**src/rtl/joint_step_generator_if.sv**
```systemverilog
// Command handshake between the angle solver and the joint step generator.
// A solved joint pair (th1_in, th2_in) is offered with a one-cycle angles_valid
// pulse and is taken only while ready is high; valid pulses seen while ready is
// low are dropped, not queued. busy is high from accept until move completion.
interface joint_step_generator_if;
   logic signed [12:0] th1_in;
   logic signed [12:0] th2_in;
   logic               angles_valid;
   logic               ready;
   logic               busy;

   modport master (output th1_in, th2_in, angles_valid, input ready, busy);
   modport slave  (input th1_in, th2_in, angles_valid, output ready, busy);
endinterface

```
**src/rtl/joint_step_generator.sv**
```systemverilog
// Two-channel step/dir generator for a solved joint pair. Moves both joints from
// the tracked absolute position to the latched target on a shared step tick and
// pulses move_done when both have arrived.
// Optional feature: define JOINT_SOFT_LIMIT_EN to clamp targets to +/-TH_LIMIT
// at accept time and flag the clamp on limit_hit.
module joint_step_generator #(
   parameter int STEP_DIV  = 5000,
   parameter int PULSE_W   = 50,
   parameter int DIR_SETUP = 10,
   parameter int TH_LIMIT  = 2047
) (
   input  logic                      clk,
   input  logic                      reset,
   joint_step_generator_if.slave     cmd,
   output logic                      step1,
   output logic                      step2,
   output logic                      dir1,
   output logic                      dir2,
   output logic signed [12:0]        pos1,
   output logic signed [12:0]        pos2,
   output logic                      move_done,
   output logic                      limit_hit,
   output logic [2:0]                state_dbg
);

   typedef enum logic [2:0] {S_IDLE, S_LOAD, S_DSETUP, S_STEP, S_DONE} state_t;

   // One counter serves both the dir setup wait and the step tick.
   localparam int              MAXC      = (STEP_DIV > DIR_SETUP) ? STEP_DIV : DIR_SETUP;
   localparam int              CW        = $clog2(MAXC + 1);
   localparam logic [CW-1:0]   TICK_LAST = CW'(STEP_DIV - 1);
   localparam logic [CW-1:0]   DS_LAST   = CW'(DIR_SETUP - 1);
   localparam logic [CW-1:0]   PW        = CW'(PULSE_W);

   state_t             state_q, state_d;
   logic [CW-1:0]      tick_q, tick_d;
   logic signed [12:0] tgt1_q, tgt1_d, tgt2_q, tgt2_d;
   logic signed [12:0] pos1_q, pos1_d, pos2_q, pos2_d;
   logic [13:0]        rem1_q, rem1_d, rem2_q, rem2_d;
   logic               dir1_q, dir1_d, dir2_q, dir2_d;
   logic               step1_q, step1_d, step2_q, step2_d;
   logic               move_done_q, move_done_d;
   logic signed [13:0] delta1, delta2;
   logic [13:0]        mag1, mag2;
   logic signed [12:0] new_tgt1, new_tgt2;
   logic               new_clamped;

   // Distance to target is formed one bit wider so it can never overflow.
   assign delta1 = {tgt1_q[12], tgt1_q} - {pos1_q[12], pos1_q};
   assign delta2 = {tgt2_q[12], tgt2_q} - {pos2_q[12], pos2_q};
   assign mag1   = delta1[13] ? (~delta1 + 14'sd1) : delta1;
   assign mag2   = delta2[13] ? (~delta2 + 14'sd1) : delta2;

`ifdef JOINT_SOFT_LIMIT_EN
   localparam logic signed [12:0] LIM = 13'(TH_LIMIT);
   logic limit_hit_q, limit_hit_d;

   // Clamp incoming targets into the soft joint window.
   always_comb begin
      new_tgt1    = cmd.th1_in;
      new_tgt2    = cmd.th2_in;
      new_clamped = 1'b0;
      if (cmd.th1_in > LIM) begin
         new_tgt1 = LIM;  new_clamped = 1'b1;
      end else if (cmd.th1_in < -LIM) begin
         new_tgt1 = -LIM; new_clamped = 1'b1;
      end
      if (cmd.th2_in > LIM) begin
         new_tgt2 = LIM;  new_clamped = 1'b1;
      end else if (cmd.th2_in < -LIM) begin
         new_tgt2 = -LIM; new_clamped = 1'b1;
      end
   end

   // limit_hit is refreshed on every accept and otherwise holds.
   always_comb begin
      limit_hit_d = limit_hit_q;
      if (state_q == S_IDLE && cmd.angles_valid) limit_hit_d = new_clamped;
   end

   // Limit flag register.
   always_ff @(posedge clk or posedge reset) begin
      if (reset) limit_hit_q <= 1'b0;
      else       limit_hit_q <= limit_hit_d;
   end

   assign limit_hit = limit_hit_q;
`else
   assign new_tgt1    = cmd.th1_in;
   assign new_tgt2    = cmd.th2_in;
   assign new_clamped = 1'b0;
   // TH_LIMIT has no effect without the soft limit; the flag stays low.
   assign limit_hit   = (TH_LIMIT >= 0) & new_clamped;
`endif

   // Sequencing: accept, compute distance, dir setup, stepping, completion.
   always_comb begin
      state_d     = state_q;
      tick_d      = tick_q;
      tgt1_d      = tgt1_q;
      tgt2_d      = tgt2_q;
      pos1_d      = pos1_q;
      pos2_d      = pos2_q;
      rem1_d      = rem1_q;
      rem2_d      = rem2_q;
      dir1_d      = dir1_q;
      dir2_d      = dir2_q;
      step1_d     = 1'b0;
      step2_d     = 1'b0;
      move_done_d = (state_q == S_DONE);
      case (state_q)
         S_IDLE: begin
            if (cmd.angles_valid) begin
               tgt1_d  = new_tgt1;
               tgt2_d  = new_tgt2;
               state_d = S_LOAD;
            end
         end
         S_LOAD: begin
            if (mag1 == 14'd0 && mag2 == 14'd0) begin
               state_d = S_DONE;
            end else begin
               dir1_d  = ~delta1[13];
               dir2_d  = ~delta2[13];
               rem1_d  = mag1;
               rem2_d  = mag2;
               tick_d  = '0;
               state_d = S_DSETUP;
            end
         end
         S_DSETUP: begin
            if (tick_q == DS_LAST) begin
               tick_d  = '0;
               state_d = S_STEP;
            end else begin
               tick_d = tick_q + 1'b1;
            end
         end
         S_STEP: begin
            tick_d = (tick_q == TICK_LAST) ? '0 : tick_q + 1'b1;
            if (tick_q == '0) begin
               // Rising step edge: the position moves on this same cycle.
               if (rem1_q != 14'd0) begin
                  step1_d = 1'b1;
                  rem1_d  = rem1_q - 14'd1;
                  pos1_d  = dir1_q ? pos1_q + 13'sd1 : pos1_q - 13'sd1;
               end
               if (rem2_q != 14'd0) begin
                  step2_d = 1'b1;
                  rem2_d  = rem2_q - 14'd1;
                  pos2_d  = dir2_q ? pos2_q + 13'sd1 : pos2_q - 13'sd1;
               end
            end else if (tick_q < PW) begin
               step1_d = step1_q;
               step2_d = step2_q;
            end
            // Finish only once the last pulse period has fully elapsed.
            if (tick_q == TICK_LAST && rem1_q == 14'd0 && rem2_q == 14'd0) begin
               tick_d  = '0;
               state_d = S_DONE;
            end
         end
         S_DONE: begin
            state_d = S_IDLE;
         end
         default: begin
            state_d = S_IDLE;
         end
      endcase
   end

   // State and datapath registers; reset also forgets the position (re-home).
   always_ff @(posedge clk or posedge reset) begin
      if (reset) begin
         state_q     <= S_IDLE;
         tick_q      <= '0;
         tgt1_q      <= '0;
         tgt2_q      <= '0;
         pos1_q      <= '0;
         pos2_q      <= '0;
         rem1_q      <= '0;
         rem2_q      <= '0;
         dir1_q      <= 1'b0;
         dir2_q      <= 1'b0;
         step1_q     <= 1'b0;
         step2_q     <= 1'b0;
         move_done_q <= 1'b0;
      end else begin
         state_q     <= state_d;
         tick_q      <= tick_d;
         tgt1_q      <= tgt1_d;
         tgt2_q      <= tgt2_d;
         pos1_q      <= pos1_d;
         pos2_q      <= pos2_d;
         rem1_q      <= rem1_d;
         rem2_q      <= rem2_d;
         dir1_q      <= dir1_d;
         dir2_q      <= dir2_d;
         step1_q     <= step1_d;
         step2_q     <= step2_d;
         move_done_q <= move_done_d;
      end
   end

   assign cmd.ready = (state_q == S_IDLE);
   assign cmd.busy  = (state_q != S_IDLE);
   assign step1     = step1_q;
   assign step2     = step2_q;
   assign dir1      = dir1_q;
   assign dir2      = dir2_q;
   assign pos1      = pos1_q;
   assign pos2      = pos2_q;
   assign move_done = move_done_q;
   assign state_dbg = state_q;

endmodule

```
**src/flat_wrapper.sv**
```systemverilog
// flat-port wrapper written by rule: the top's interface ports become plain ports
module joint_step_generator_flat 
#(
   parameter int STEP_DIV  = 5000,
   parameter int PULSE_W   = 50,
   parameter int DIR_SETUP = 10,
   parameter int TH_LIMIT  = 2047
)
  (clk, reset, step1, step2, dir1, dir2, pos1, pos2, move_done, limit_hit, state_dbg, cmd_th1_in, cmd_th2_in, cmd_angles_valid, cmd_ready, cmd_busy);
  joint_step_generator_if cmd_i ();
  input  logic clk;
  input  logic reset;
  output logic step1;
  output logic step2;
  output logic dir1;
  output logic dir2;
  output logic signed [12:0] pos1;
  output logic signed [12:0] pos2;
  output logic move_done;
  output logic limit_hit;
  output logic [2:0] state_dbg;
  input wire logic [$bits(cmd_i.th1_in)-1:0] cmd_th1_in;
  input wire logic [$bits(cmd_i.th2_in)-1:0] cmd_th2_in;
  input wire logic [$bits(cmd_i.angles_valid)-1:0] cmd_angles_valid;
  output wire logic [$bits(cmd_i.ready)-1:0] cmd_ready;
  output wire logic [$bits(cmd_i.busy)-1:0] cmd_busy;
  assign cmd_i.th1_in = cmd_th1_in;
  assign cmd_i.th2_in = cmd_th2_in;
  assign cmd_i.angles_valid = cmd_angles_valid;
  assign cmd_ready = cmd_i.ready;
  assign cmd_busy = cmd_i.busy;
  joint_step_generator #(.STEP_DIV(STEP_DIV), .PULSE_W(PULSE_W), .DIR_SETUP(DIR_SETUP), .TH_LIMIT(TH_LIMIT)) u_core (.clk(clk), .reset(reset), .cmd(cmd_i), .step1(step1), .step2(step2), .dir1(dir1), .dir2(dir2), .pos1(pos1), .pos2(pos2), .move_done(move_done), .limit_hit(limit_hit), .state_dbg(state_dbg));
endmodule
```
**config.mk**
```make
export PLATFORM = sky130hd
export DESIGN_NAME = joint_step_generator_flat
export DESIGN_NICKNAME = d
export VERILOG_FILES = /design/src/rtl/joint_step_generator_if.sv /design/src/rtl/joint_step_generator.sv /design/src/flat_wrapper.sv
export SDC_FILE = /design/constraint.sdc
export NUM_CORES = 1
export LEC_CHECK = 0
export CAP_MARGIN = 10
export CORE_ASPECT_RATIO = 0.75
export CORE_MARGIN = 3
export CORE_UTILIZATION = 55
export CTS_CLUSTER_DIAMETER = 150
export CTS_CLUSTER_SIZE = 30
export DETAILED_ROUTE_END_ITERATION = 10
export PLACE_DENSITY_LB_ADDON = 0.25
export SKIP_CTS_REPAIR_TIMING = 1
export SLEW_MARGIN = 20
export SYNTH_ARGS = -nofsm -noshare
export SYNTH_HDL_FRONTEND = slang
export SYNTH_SLANG_ARGS = --single-unit
```
**constraint.sdc**
```tcl
create_clock -name clk -period 10.5 [get_ports clk]
set_input_delay 1.05 -clock clk [delete_from_list [all_inputs] [get_ports clk]]
set_output_delay 1.05 -clock clk [all_outputs]
set_load 0.01 [all_outputs]
```
==> impl_metrics.csv <==
group,metric,value,unit
outcome,outcome,"finished, final reports clean",
min_path,hold_end,"u_core.step1",
grt,grtUsageMet1,36.2,%
setup_path,crit_fanout,13,
finish,antenna_cells,0,
sta,setup-violations-final,0,
clock_network,path_clk_slew,0.08,ns
power,power_leakage,4.20,nW
grt,grt_use_met3,3.15,%
floorplanning,die_area,16600,sq um
power,power_density,80.6,nW/um^2
grt,grt_pass1_vias,6994,
clock_network,htree_levels,3,
synthesis,async_flop_share,100,%
grt,antenna_found_initial,0,
power,p_int,0.000589,W
sta,fin_worst_skew,0.00836,ns
drt,drtIter0Drc,537,
sta,worst_pin_slew,1.07,ns
setup_path,cp-end-kind,"flip-flop",
synthesis,syn_area,8300,sq um
power,pwr-share-comb,2.5,%
job,cap_viol_max_count,0,
clock_network,clockBufferDepth,2,
setup_path,worstPathRequired,10.76,ns
synthesis,synth-edff-count,0,
drt,wl_per_cell,15.9,um
setup_path,crit_type,"reg -> reg",
sta,finalCritPeriodShare,45.8,%
synthesis,synth-seq-cells,101,
finish,final_layout_size_suffix_gt1_share,7.01,%
clock_network,cts-buffers-inserted,9,
drt,drt_wl_total,20000,um
synthesis,synthTopCellsByCount,"108 x nor2_1, 101 x dfrtp_1, 100 x nand2_1, 76 x o21ai_0, 67 x a21oi_1",
sta,fin_crit,4.81,ns
power,clkPwrFrac,46.0,%
setup_path,max_stage_delay,0.83,ns
grt,grtUsageTotal,24.4,%
grt,busiest_layer,"met2",
clock_network,worstSkewPairLatency,0.35,ns
drt,drc_errors,0,
grt,overflow,0,
grt,grt_pass1_wl,34000,um
placed_design,gp_congestion,0.889,
min_path,hp-class,"reg -> reg",
setup_path,critPathSlowestCell,"o31ai_2",
sta,final.setup.tns,0,ns
setup_path,rr_worst_depth,13,
setup_path,cp_top_family,"compound AO/OA/AOI/OAI gates",
min_path,min_path_cells,1,
drt,vias,7462,
floorplanning,initial_utilization,56.9,%
power,netSwitchingPower,0.000166,W
setup_path,arrival,5.07,ns
drt,routed_via_density,5.94,
synthesis,yosysTopAreaCell,"dfrtp_1",
setup_path,setup.worst_path.start_class,"flip-flop",
sta,maxSlewViolCount,0,
setup_path,critPathBufInv,0,
finish,nFillCells,1308,
power,switching_share,22.0,%
placed_design,place_hpwl,14700,um
clock_network,cts_tree,"yes",
synthesis,synthFlopType,"dfrtp_1",
finish,final_area,9370,sq um
synthesis,synth_cells,1007,
synthesis,synth_most_common_cell,"nor2_1",
floorplanning,rows,38,
setup_path,rr_startpoint,"u_core.pos2[0]",
power,fin_total_pwr,0.000755,W
grt,grt_use_met2,38.7,%
drt,ant_nets,0,
sta,hold_viol_final,0,
clock_network,cts_sinks,101,
setup_path,r2r-end,"u_core.tick_q[8]",
setup_path,rrSetupSlack,5.69,ns
clock_network,cts_root_buffer,"clkbuf_16",
drt,dr.pass1.iters,5,
floorplanning,pin_count,66,
placed_design,place_ws,5.70,ns
grt,grt_start_max_net_pins,64,
finish,area_growth_syn_to_layout,12.9,%
synthesis,syn_nets,1094,
sta,setup_ws,5.69,ns
floorplanning,die_x,148,um
floorplanning,die_y,112,um
sta,rsz0062_at_grt,"no",
synthesis,yosysSeqAreaShare,30.4,%
sta,clock.fmax,208,MHz
synthesis,synth_top_area_share,30.4,%
min_path,hp-start,"u_core.step1",
placed_design,io_buffers,64,
synthesis,yosysWarnings,0,
setup_path,crit_chain,"ha_1, fa_1, nand2b_1, a211oi_1, o21a_1, a2bb2o_4, nor4_4, a221oi_1, a41o_1, or4b_1, o31ai_2, o21ai_0, o31ai_1",
finish,nNetsFinal,1139,
synthesis,synthDistinctLibCells,86,
floorplanning,core_area,14600,sq um
power,seqPwrFrac,51.4,%
synthesis,synthesis.area_per_instance,8.24,sq um
power,max-vdd-ir-drop,0.0797,mV
placed_design,dpl-instance-area,9070,sq um
sta,max_slew_margin,27.9,%
synthesis,synth.area.top_cells,"dfrtp_1 30%, ha_1 8.1%, nor2_1 4.9%, o21ai_0 4.6%, nand2_1 4.5%",
-- through the flow --
step	hold slack (ns)	util, %	instances
final	0.491	64.2	1256
after global routing	0.532	64.2	1256
after CTS	0.500	64.2	1256
after detailed placement	0.485	62.2	1241
after global placement	0.475	62.2	1241
after floorplan	0.451	-	1007
-- power by group through the flow --
stage	clock network [W]	registers (W)	logic, W
final	0.000348	0.000389	0.0000191
after global routing	0.000368	0.000389	0.0000215
after CTS	0.000353	0.000389	0.0000201
after detailed placement	0	0.000396	0.0000199
after global placement	0	0.000396	0.0000198
after floorplan	0	0.000396	0.00000618
-- flip-flops by register name, indices dropped and copies added, names as in the netlist --
name / count
u_core.dir1: 1
u_core.dir2: 1
u_core.move_done: 1
u_core.pos1: 13
u_core.pos2: 13
u_core.rem1_q: 14
u_core.rem2_q: 14
u_core.state_dbg: 3
u_core.step1: 1
u_core.step2: 1
u_core.tgt1_q: 13
u_core.tgt2_q: 13
u_core.tick_q: 13
-- area by class of cell --
class                      count  area (sq um)  share of cell area, %
multi-input combinational    809          5380                   57.4
inverter                      61           231                   2.47
clock inverter                 5          60.1                  0.641
tap                          200           250                   2.67
sequential                   101          2530                   27.0
timing repair buffer          70           686                   7.32
clock buffer                  10           239                   2.55
-- metal layers --
layer	up-vias	share of wire [%]
li1	3707	-
met1	3545	49
met2	185	45
met3	25	4.6
met4	0	1.3
met5	-	0
-- logic make-up (layout without fill, tap and decap cells) --
family | count (synthesis) | in the layout | share of synthesized area [%]
AND/OR/NAND/NOR | 363 | 363 | 21.4
AO/OA/AOI/OAI | 289 | 289 | 23.0
flip-flops | 101 | 101 | 30.4
buffers and inverters | 97 | 146 | 4.82
XOR/XNOR | 65 | 65 | 6.86
adder cells (fa/ha/maj) | 58 | 58 | 9.10
multiplexers | 33 | 33 | 4.33
other | 1 | 1 | 0.0452
-- how the worst max path moves through the flow --
stage	slack [ns]	depth (start not counted)	startpoint	end
after floorplan	6.53	14	u_core.pos2[0]	u_core.tick_q[7]
after global placement	5.80	13	u_core.pos2[0]	u_core.tick_q[11]
after detailed placement	5.70	13	u_core.pos2[0]	u_core.tick_q[11]
after CTS	5.69	13	u_core.pos2[0]	u_core.tick_q[11]
after global routing	5.28	13	u_core.pos2[0]	u_core.tick_q[9]
final	5.69	13	u_core.pos2[0]	u_core.tick_q[8]
-- placed cells by master (no fill, tap or decap), types with 8 or more instances in the layout --
cell and instances:
a21o_1 19, a21oi_1 67, a31oi_1 9, and2_1 12, and3_1 8, clkbuf_16 9
clkdlybuf4s50_1 64, dfrtp_1 101, ha_1 54, inv_1 60, mux2_2 23, mux2i_1 10
nand2_1 100, nand2b_1 14, nand3_1 17, nor2_1 108, nor2b_1 15, nor3_1 25
nor4_1 11, o21ai_0 76, o21bai_1 8, o22ai_1 20, or2_2 8, or3_1 10
xnor2_1 41, xor2_1 24
-- worst reg2reg max path: stages (launching register included) --
cell and delay, ns:
dfrtp_1 0.45, ha_1 0.26, fa_1 0.44, nand2b_1 0.19, a211oi_1 0.43, o21a_1 0.25
a2bb2o_4 0.26, nor4_4 0.33, a221oi_1 0.16, a41o_1 0.27, or4b_1 0.53, o31ai_2 0.83
o21ai_0 0.22, o31ai_1 0.11
No activity file was read; power rests on OpenSTA's default activity.
